File: src/rtl/grid_io_pkg.sv
// Shared types and constants for the parametrised IO grid tile.
package grid_io_pkg;

  localparam int IO_CFG_W        = 3;
  localparam int IO_CFG_OE_BIT   = 0;
  localparam int IO_CFG_IE_BIT   = 1;
  localparam int IO_CFG_INV_BIT  = 2;

  // Per-pad configuration word as held in the shadow register.
  typedef struct packed {
    logic inv;
    logic ie;
    logic oe;
  } io_cfg_t;

  // Unpack a raw chain slice into named fields via the bit-position constants.
  function automatic io_cfg_t io_cfg_unpack(input logic [IO_CFG_W-1:0] bits);
    io_cfg_t c;
    c.oe  = bits[IO_CFG_OE_BIT];
    c.ie  = bits[IO_CFG_IE_BIT];
    c.inv = bits[IO_CFG_INV_BIT];
    return c;
  endfunction

endpackage

File: src/rtl/grid_io_pad_cell.sv
// Per-pad combinational datapath driven by one committed config word.
module grid_io_pad_cell
  import grid_io_pkg::*;
(
  input  io_cfg_t cfg,
  input  logic    pin_outpad,
  input  logic    gpio_y,
  output logic    gpio_oe,
  output logic    gpio_a,
  output logic    pin_inpad
);

  // Output path inverts on request; input path is gated to 0 when disabled.
  always_comb begin
    gpio_oe   = cfg.oe;
    gpio_a    = pin_outpad ^ cfg.inv;
    pin_inpad = cfg.ie ? (gpio_y ^ cfg.inv) : 1'b0;
  end

endmodule

File: src/rtl/grid_io_param.sv
// Parametrised IO grid tile: gated serial config chain, shadow config
// committed on cfg_done rising edge, and a chain-length check at commit.
module grid_io_param
  import grid_io_pkg::*;
#(
  parameter int N_PADS = 8,
  // Pad cells decode a fixed io_cfg_t, so only IO_CFG_W is meaningful here.
  parameter int CFG_W  = IO_CFG_W
) (
  input  logic              prog_clk,
  input  logic              prog_reset,
  input  logic              cfg_done,
  input  logic              ccff_shift_en,
  input  logic              ccff_head,
  output logic              ccff_tail,
  input  logic [N_PADS-1:0] pin_outpad,
  output logic [N_PADS-1:0] pin_inpad,
  output logic [N_PADS-1:0] gpio_a,
  output logic [N_PADS-1:0] gpio_oe,
  input  logic [N_PADS-1:0] gpio_y,
  output logic              cfg_valid,
  output logic              cfg_len_err
);

  localparam int CHAIN_LEN = N_PADS * CFG_W;
  localparam int CNT_W     = $clog2(CHAIN_LEN + 2);
  localparam logic [CNT_W-1:0] CNT_FULL = CNT_W'(CHAIN_LEN);
  localparam logic [CNT_W-1:0] CNT_SAT  = CNT_W'(CHAIN_LEN + 1);

  logic [CHAIN_LEN-1:0] sr_q, sr_d;
  logic [CHAIN_LEN-1:0] sh_q, sh_d;
  logic [CNT_W-1:0]     cnt_q, cnt_d;
  logic                 cfg_done_q, cfg_done_d;
  logic                 cfg_valid_q, cfg_valid_d;
  logic                 cfg_len_err_q, cfg_len_err_d;
  logic                 commit;

  // Next-state for chain, counter and commit. Commit uses the pre-shift
  // chain contents and wins over a concurrent shift for the counter.
  always_comb begin
    commit        = cfg_done & ~cfg_done_q;
    sr_d          = sr_q;
    sh_d          = sh_q;
    cnt_d         = cnt_q;
    cfg_done_d    = cfg_done;
    cfg_valid_d   = cfg_valid_q;
    cfg_len_err_d = cfg_len_err_q;

    if (ccff_shift_en) begin
      sr_d = {sr_q[CHAIN_LEN-2:0], ccff_head};
    end

    if (commit) begin
      sh_d          = sr_q;
      cfg_valid_d   = 1'b1;
      cfg_len_err_d = (cnt_q != CNT_FULL);
      cnt_d         = '0;
    end else if (ccff_shift_en && (cnt_q != CNT_SAT)) begin
      cnt_d = cnt_q + CNT_W'(1);
    end
  end

  // State registers; reset drops every pad to tri-state immediately.
  always_ff @(posedge prog_clk or negedge prog_reset) begin
    if (!prog_reset) begin
      sr_q          <= '0;
      sh_q          <= '0;
      cnt_q         <= '0;
      cfg_done_q    <= 1'b0;
      cfg_valid_q   <= 1'b0;
      cfg_len_err_q <= 1'b0;
    end else begin
      sr_q          <= sr_d;
      sh_q          <= sh_d;
      cnt_q         <= cnt_d;
      cfg_done_q    <= cfg_done_d;
      cfg_valid_q   <= cfg_valid_d;
      cfg_len_err_q <= cfg_len_err_d;
    end
  end

  assign ccff_tail   = sr_q[CHAIN_LEN-1];
  assign cfg_valid   = cfg_valid_q;
  assign cfg_len_err = cfg_len_err_q;

  for (genvar i = 0; i < N_PADS; i++) begin : g_pad
    grid_io_pad_cell u_pad (
      .cfg        (io_cfg_unpack(sh_q[i*CFG_W +: IO_CFG_W])),
      .pin_outpad (pin_outpad[i]),
      .gpio_y     (gpio_y[i]),
      .gpio_oe    (gpio_oe[i]),
      .gpio_a     (gpio_a[i]),
      .pin_inpad  (pin_inpad[i])
    );
  end

endmodule

File: config.mk
export PLATFORM = sky130hd
export DESIGN_NAME = grid_io_param
export DESIGN_NICKNAME = d
export VERILOG_FILES = /design/src/rtl/grid_io_pkg.sv /design/src/rtl/grid_io_pad_cell.sv /design/src/rtl/grid_io_param.sv
export SDC_FILE = /design/constraint.sdc
export NUM_CORES = 1
export LEC_CHECK = 0
export ABC_CLOCK_PERIOD_IN_PS = 2500
export CAP_MARGIN = 20
export CORE_MARGIN = 1
export CORE_UTILIZATION = 55
export CTS_CLUSTER_DIAMETER = 40
export DETAILED_ROUTE_END_ITERATION = 8
export PLACE_DENSITY = 0.93
export SYNTH_ARGS = -nofsm -noshare
export SYNTH_HDL_FRONTEND = slang
export SYNTH_SLANG_ARGS = --single-unit
File: constraint.sdc
create_clock -name prog_clk -period 2.5 [get_ports prog_clk]
set_input_delay 0.5 -clock prog_clk [delete_from_list [all_inputs] [get_ports prog_clk]]
set_output_delay 0.5 -clock prog_clk [all_outputs]
set_load 0.01 [all_outputs]
=== Yosys cells after proc, flatten, opt, wreduce, memory -nomap -nowiden ===
Index checks and enable logic that the tools add are counted.

* Register bits: 56
* Bits of input ports: 21
* Output and inout port bits: 27
* Logic and storage cells: 39

* Add/sub/neg operators: 1
* Equality and inequality tests: 2
* Muxes and demuxes: 10
* Bitwise operators: 18
* Reductions and logical operators: 2

{| class="wikitable"
|+ Operators by type and width
! kind !! count
|-
| 1-bit XOR || 16
|-
| 5-bit two-way mux || 2
|-
| 5-bit != test, second input constant || 2
|-
| 1-bit two-way mux || 8
|-
| 5-bit by 1-bit adder with 5-bit output, second input constant || 1
|-
| 2-bit nonzero test || 1
|-
| 1-bit bitwise AND || 1
|-
| 1-bit logical AND || 1
|-
| 1-bit NOT || 1
|}

=== Depth between registers and ports, before layout ===
* Depth after elaboration: 4
* Depth in mapped cells: 5
* Depth with buffers taken out: 5

=== By module ===
From an unflattened synthesis, not the netlist that was laid out.

* Cell total of the unflattened synthesis: 222
* Area total of the unflattened synthesis: 2479.9 sq um

{| class="wikitable"
|+ Modules (own cells, without submodules)
! module !! instances !! cells each !! area each (sq um) !! sequential area each (sq um)
|-
| grid_io_param || 1 || 190 || 2229.6 || 1401.3
|-
| grid_io_pad_cell || 8 || 4 || 31.3 || 0.0
|}

=== Worst setup path before layout ===
No wires, ideal clock.

* Kind: input port to output port
* From: input port gpio_y[0]
* To: output port pin_inpad[0]
* Data arrival time: 894 ps
* Data required time: 2000 ps
* Path slack: 1106 ps
* Stages: 3
* Path buffers: 1
* Cells stage by stage: xor2_1 > and2_1 > buf_4

* Word-level cells in the longest chain between the ends: 2

{| class="wikitable"
|+ Ends and longest elaborated chain
! element !! line !! text
|-
| start: declaration || grid_io_param.sv:20 || <nowiki>input logic [N_PADS-1:0] gpio_y,</nowiki>
|-
| 1-bit XOR || grid_io_pad_cell.sv:17 || <nowiki>pin_inpad = cfg.ie ? (gpio_y ^ cfg.inv) : 1'b0;</nowiki>
|-
| 1-bit two-way mux || grid_io_pad_cell.sv:17 ||
|-
| end: declaration || grid_io_param.sv:17 || <nowiki>output logic [N_PADS-1:0] pin_inpad,</nowiki>
|}

No other way between the ends.

=== Worst setup path in the final report ===
* From: input port gpio_y[2]
* To: output port pin_inpad[2]

The elaborated chain is that of the path after synthesis.

==> flow_summary.json <==
{
  "synthesis.area_um2": 2590,
  "core_area_um2": 4440,
  "antenna_found_initial": 0,
  "p_seq_frac": 0.492,
  "vias_per_cell": 5.12,
  "multi_input_comb_area_um2": 928,
  "starting_density_of_the_core": 0.582,
  "gr-total-overflow": 0,
  "setup.worst_path.end_class": "output pin",
  "most-common-layout-cells": "75 x nand2_1, 56 x dfrtp_1, 46 x clkdlybuf4s50_1",
  "syn_nets": 260,
  "num_vias": 1608,
  "portBuffers": 47,
  "regToRegEndpoint": "sh_q[13]",
  "critical_path_class": "in -> out",
  "comb_power_share": 0.292,
  "final_net_count": 285,
  "seq_area_frac_synth": 0.542,
  "post_dp_cell_area_um2": 2900,
  "status": "complete, but fails checks",
  "antenna_cells_inserted": 0,
  "clockRootBuffer": "clkbuf_8",
  "n_fill_cell": 327,
  "max-cap-violations": 0,
  "routedWlPerCell_um": 14.5,
  "postCtsHoldBufs": 0,
  "final.setup_skew_ps": 4.71,
  "clk-insertion-delay-late_ps": 310,
  "layout_worst_path_cycle_share": 0.919,
  "mostFrequentLayoutCell": "nand2_1",
  "total_of_warnings_raised_by_yosys": 0,
  "critical_path_arrival_ps": 1800,
  "power_density_nw_per_um2": 974,
  "p_total_mw": 2.94,
  "postLayoutCoreUtil": 0.680,
  "clk_slew_on_worst_s_h_paths_ps": 90,
  "totalNegativeSetupSlack_ps": 0,
  "post_cts_resize_count": 0,
  "detail_route.iter0.violations": 128,
  "synth_mux_area_frac": 0.104,
  "power_share_of_the_clock_group": 0.216,
  "cts.path.max_buffers": 2,
  "compound_gate_fraction_of_synth_area": 0.0169,
  "peakVddDrop_uv": 361,
  "syn-instance-count": 236,
  "r2r_setup_slack_ps": 1050,
  "grt_pass1_vias": 1622,
  "ys_ff_latch": 56,
  "route.final.wire_length_um": 4570,
  "crit_path_start_kind": "input port",
  "wire_length_of_the_first_global_routing_pass_um": 7670,
  "unrepaired_setup_endpoints_after_global_routing": "no",
  "ant_nets": 0,
  "post-cts-setup-buffers": 0,
  "stdcell_area_um2": 3020,
  "chipHeight_um": 70.6,
  "number_of_cts_inserted_buffers": 5,
  "period_minus_slack_ps": 2300,
  "combinational_family_with_the_most_area_after_synthesis": "simple AND/OR/NAND/NOR gates",
  "detailedPlacementHpwl_um": 2940,
  "synth_fa_ha_area_frac": 0.0145,
  "power.static_leakage_nw": 1.48,
  "final-hold-violation-count": 0,
  "setup_viol_count_final": 0,
  "std_cell_rows": 24,
  "switching_power_uw": 859,
  "required_ps": 2000,
  "yosys.area_share.simple": 0.162,
  "violations": "design-rule violations",
  "boundaryPins": 48,
  "fmax_mhz": 435,
  "synth.lib_cells_used.distinct": 22,
  "grt_util_all_layers": 0.202,
  "register_area_um2": 1400,
  "grt_max_degree": 57,
  "power.switching_fraction": 0.292,
  "synthXorXnorAreaFrac": 0.0610,
  "drtPass1Iterations": 6,
  "area_grow_syn2layout_pct": 16.9,
  "holdWs_ps": 316,
  "min_path_type": "in -> async",
  "cts_num_sinks": 56,
  "critical_path_peak_fanout": 1,
  "worst_pin_slew_ps": 682,
  "drive_above_1_share": 0.149,
  "depth_of_the_worst_register_to_register_path": 4,
  "rr_startpoint": "cfg_done_q",
  "die-width_um": 70.6,
  "post-route-drc-count": 15,
  "tritoncts": "yes",
  "htree_num_levels": 2,
  "internal-power_mw": 2.09,
  "drv_slew": 0,
  "worst_slew_margin_rel": 0.545,
  "avgSynthCellArea_um2": 11.0,
  "dieArea_um2": 4980,
  "finalWeightedCongestion": 0.719
}
## metal layers
metal / vias to the layer above / GRT usage / part of all wire
li1: 783 / - / -
met1: 782 / 0.247 / 0.43
met2: 38 / 0.353 / 0.52
met3: 5 / 0.0484 / 0.039
met4: 0 / 0.0733 / 0.014
met5: - / 0 / 0
## cells in the mapped netlist, drive strengths merged
library cell | number | area share
a211oi | 2 | 0.0058
a21oi | 1 | 0.0019
a31o | 1 | 0.0034
a41o | 1 | 0.0039
and2 | 8 | 0.019
and2b | 1 | 0.0029
and4b | 1 | 0.0044
buf | 33 | 0.096
dfrtp | 56 | 0.54
ha | 3 | 0.015
inv | 2 | 0.0029
mux2 | 24 | 0.10
nand2 | 75 | 0.11
nand2b | 2 | 0.0048
nand4 | 2 | 0.0048
nand4b | 2 | 0.013
nor2 | 3 | 0.0044
o21ai | 1 | 0.0019
xor2 | 18 | 0.061
## flip-flops by register name, summed over array words and instances (netlist names)
signal       count
cfg_done_q       1
sr_q            24
sh_q            24
cfg_valid        1
cfg_len_err      1
cnt_q            5
## power by group through the flow
stage                     registers [mW]  logic, mW  clock network, mW
after CTS                           1.45      0.870              0.645
after global routing                1.50      0.941              0.680
after floorplan                     1.39      0.653                  0
final                               1.45      0.859              0.637
after global placement              1.44      0.814                  0
after detailed placement            1.46      0.858                  0
## metrics by stage
| step | setup slack [ps] | instances |
|---|---|---|
| floorplan | 1110 | 236 |
| finish | 204 | 314 |
| detailed placement | 195 | 306 |
| CTS | 195 | 314 |
| global placement | 245 | 306 |
| global route | 127 | 314 |
## layout make-up
class                           instances  share of cell area
Timing Repair Buffer                   51               0.164
Clock buffer                            7              0.0319
Multi-Input combinational cell        145               0.307
Inverter                                2             0.00248
Clock inverter                          1             0.00993
Tap cell                               52              0.0215
Sequential cell                        56               0.463
## worst max-delay path by stage
stage / start / endpoint / slack [ps]
floorplan: gpio_y[0] / pin_inpad[0] / 1110
global placement: gpio_y[6] / pin_inpad[6] / 250
detailed placement: gpio_y[2] / pin_inpad[2] / 200
CTS: gpio_y[2] / pin_inpad[2] / 200
global route: gpio_y[2] / pin_inpad[2] / 130
finish: gpio_y[2] / pin_inpad[2] / 200
## critical path, stage by stage
cell and delay, ps:
clkdlybuf4s50_1 480, xor2_1 150, and2_1 140, clkdlybuf4s50_1 530
## logic make-up (layout without fill, tap and decap cells)
logic type / Yosys count / in the layout
and+or+nand+nor: 94 / 94
DFF: 56 / 56
buffers and inverters: 35 / 61
muxes: 24 / 24
xor gates and xnor gates: 18 / 18
AOI/OAI and AO/OA: 6 / 6
adders and majority gates: 3 / 3
No activity file was read; power rests on OpenSTA's default activity.
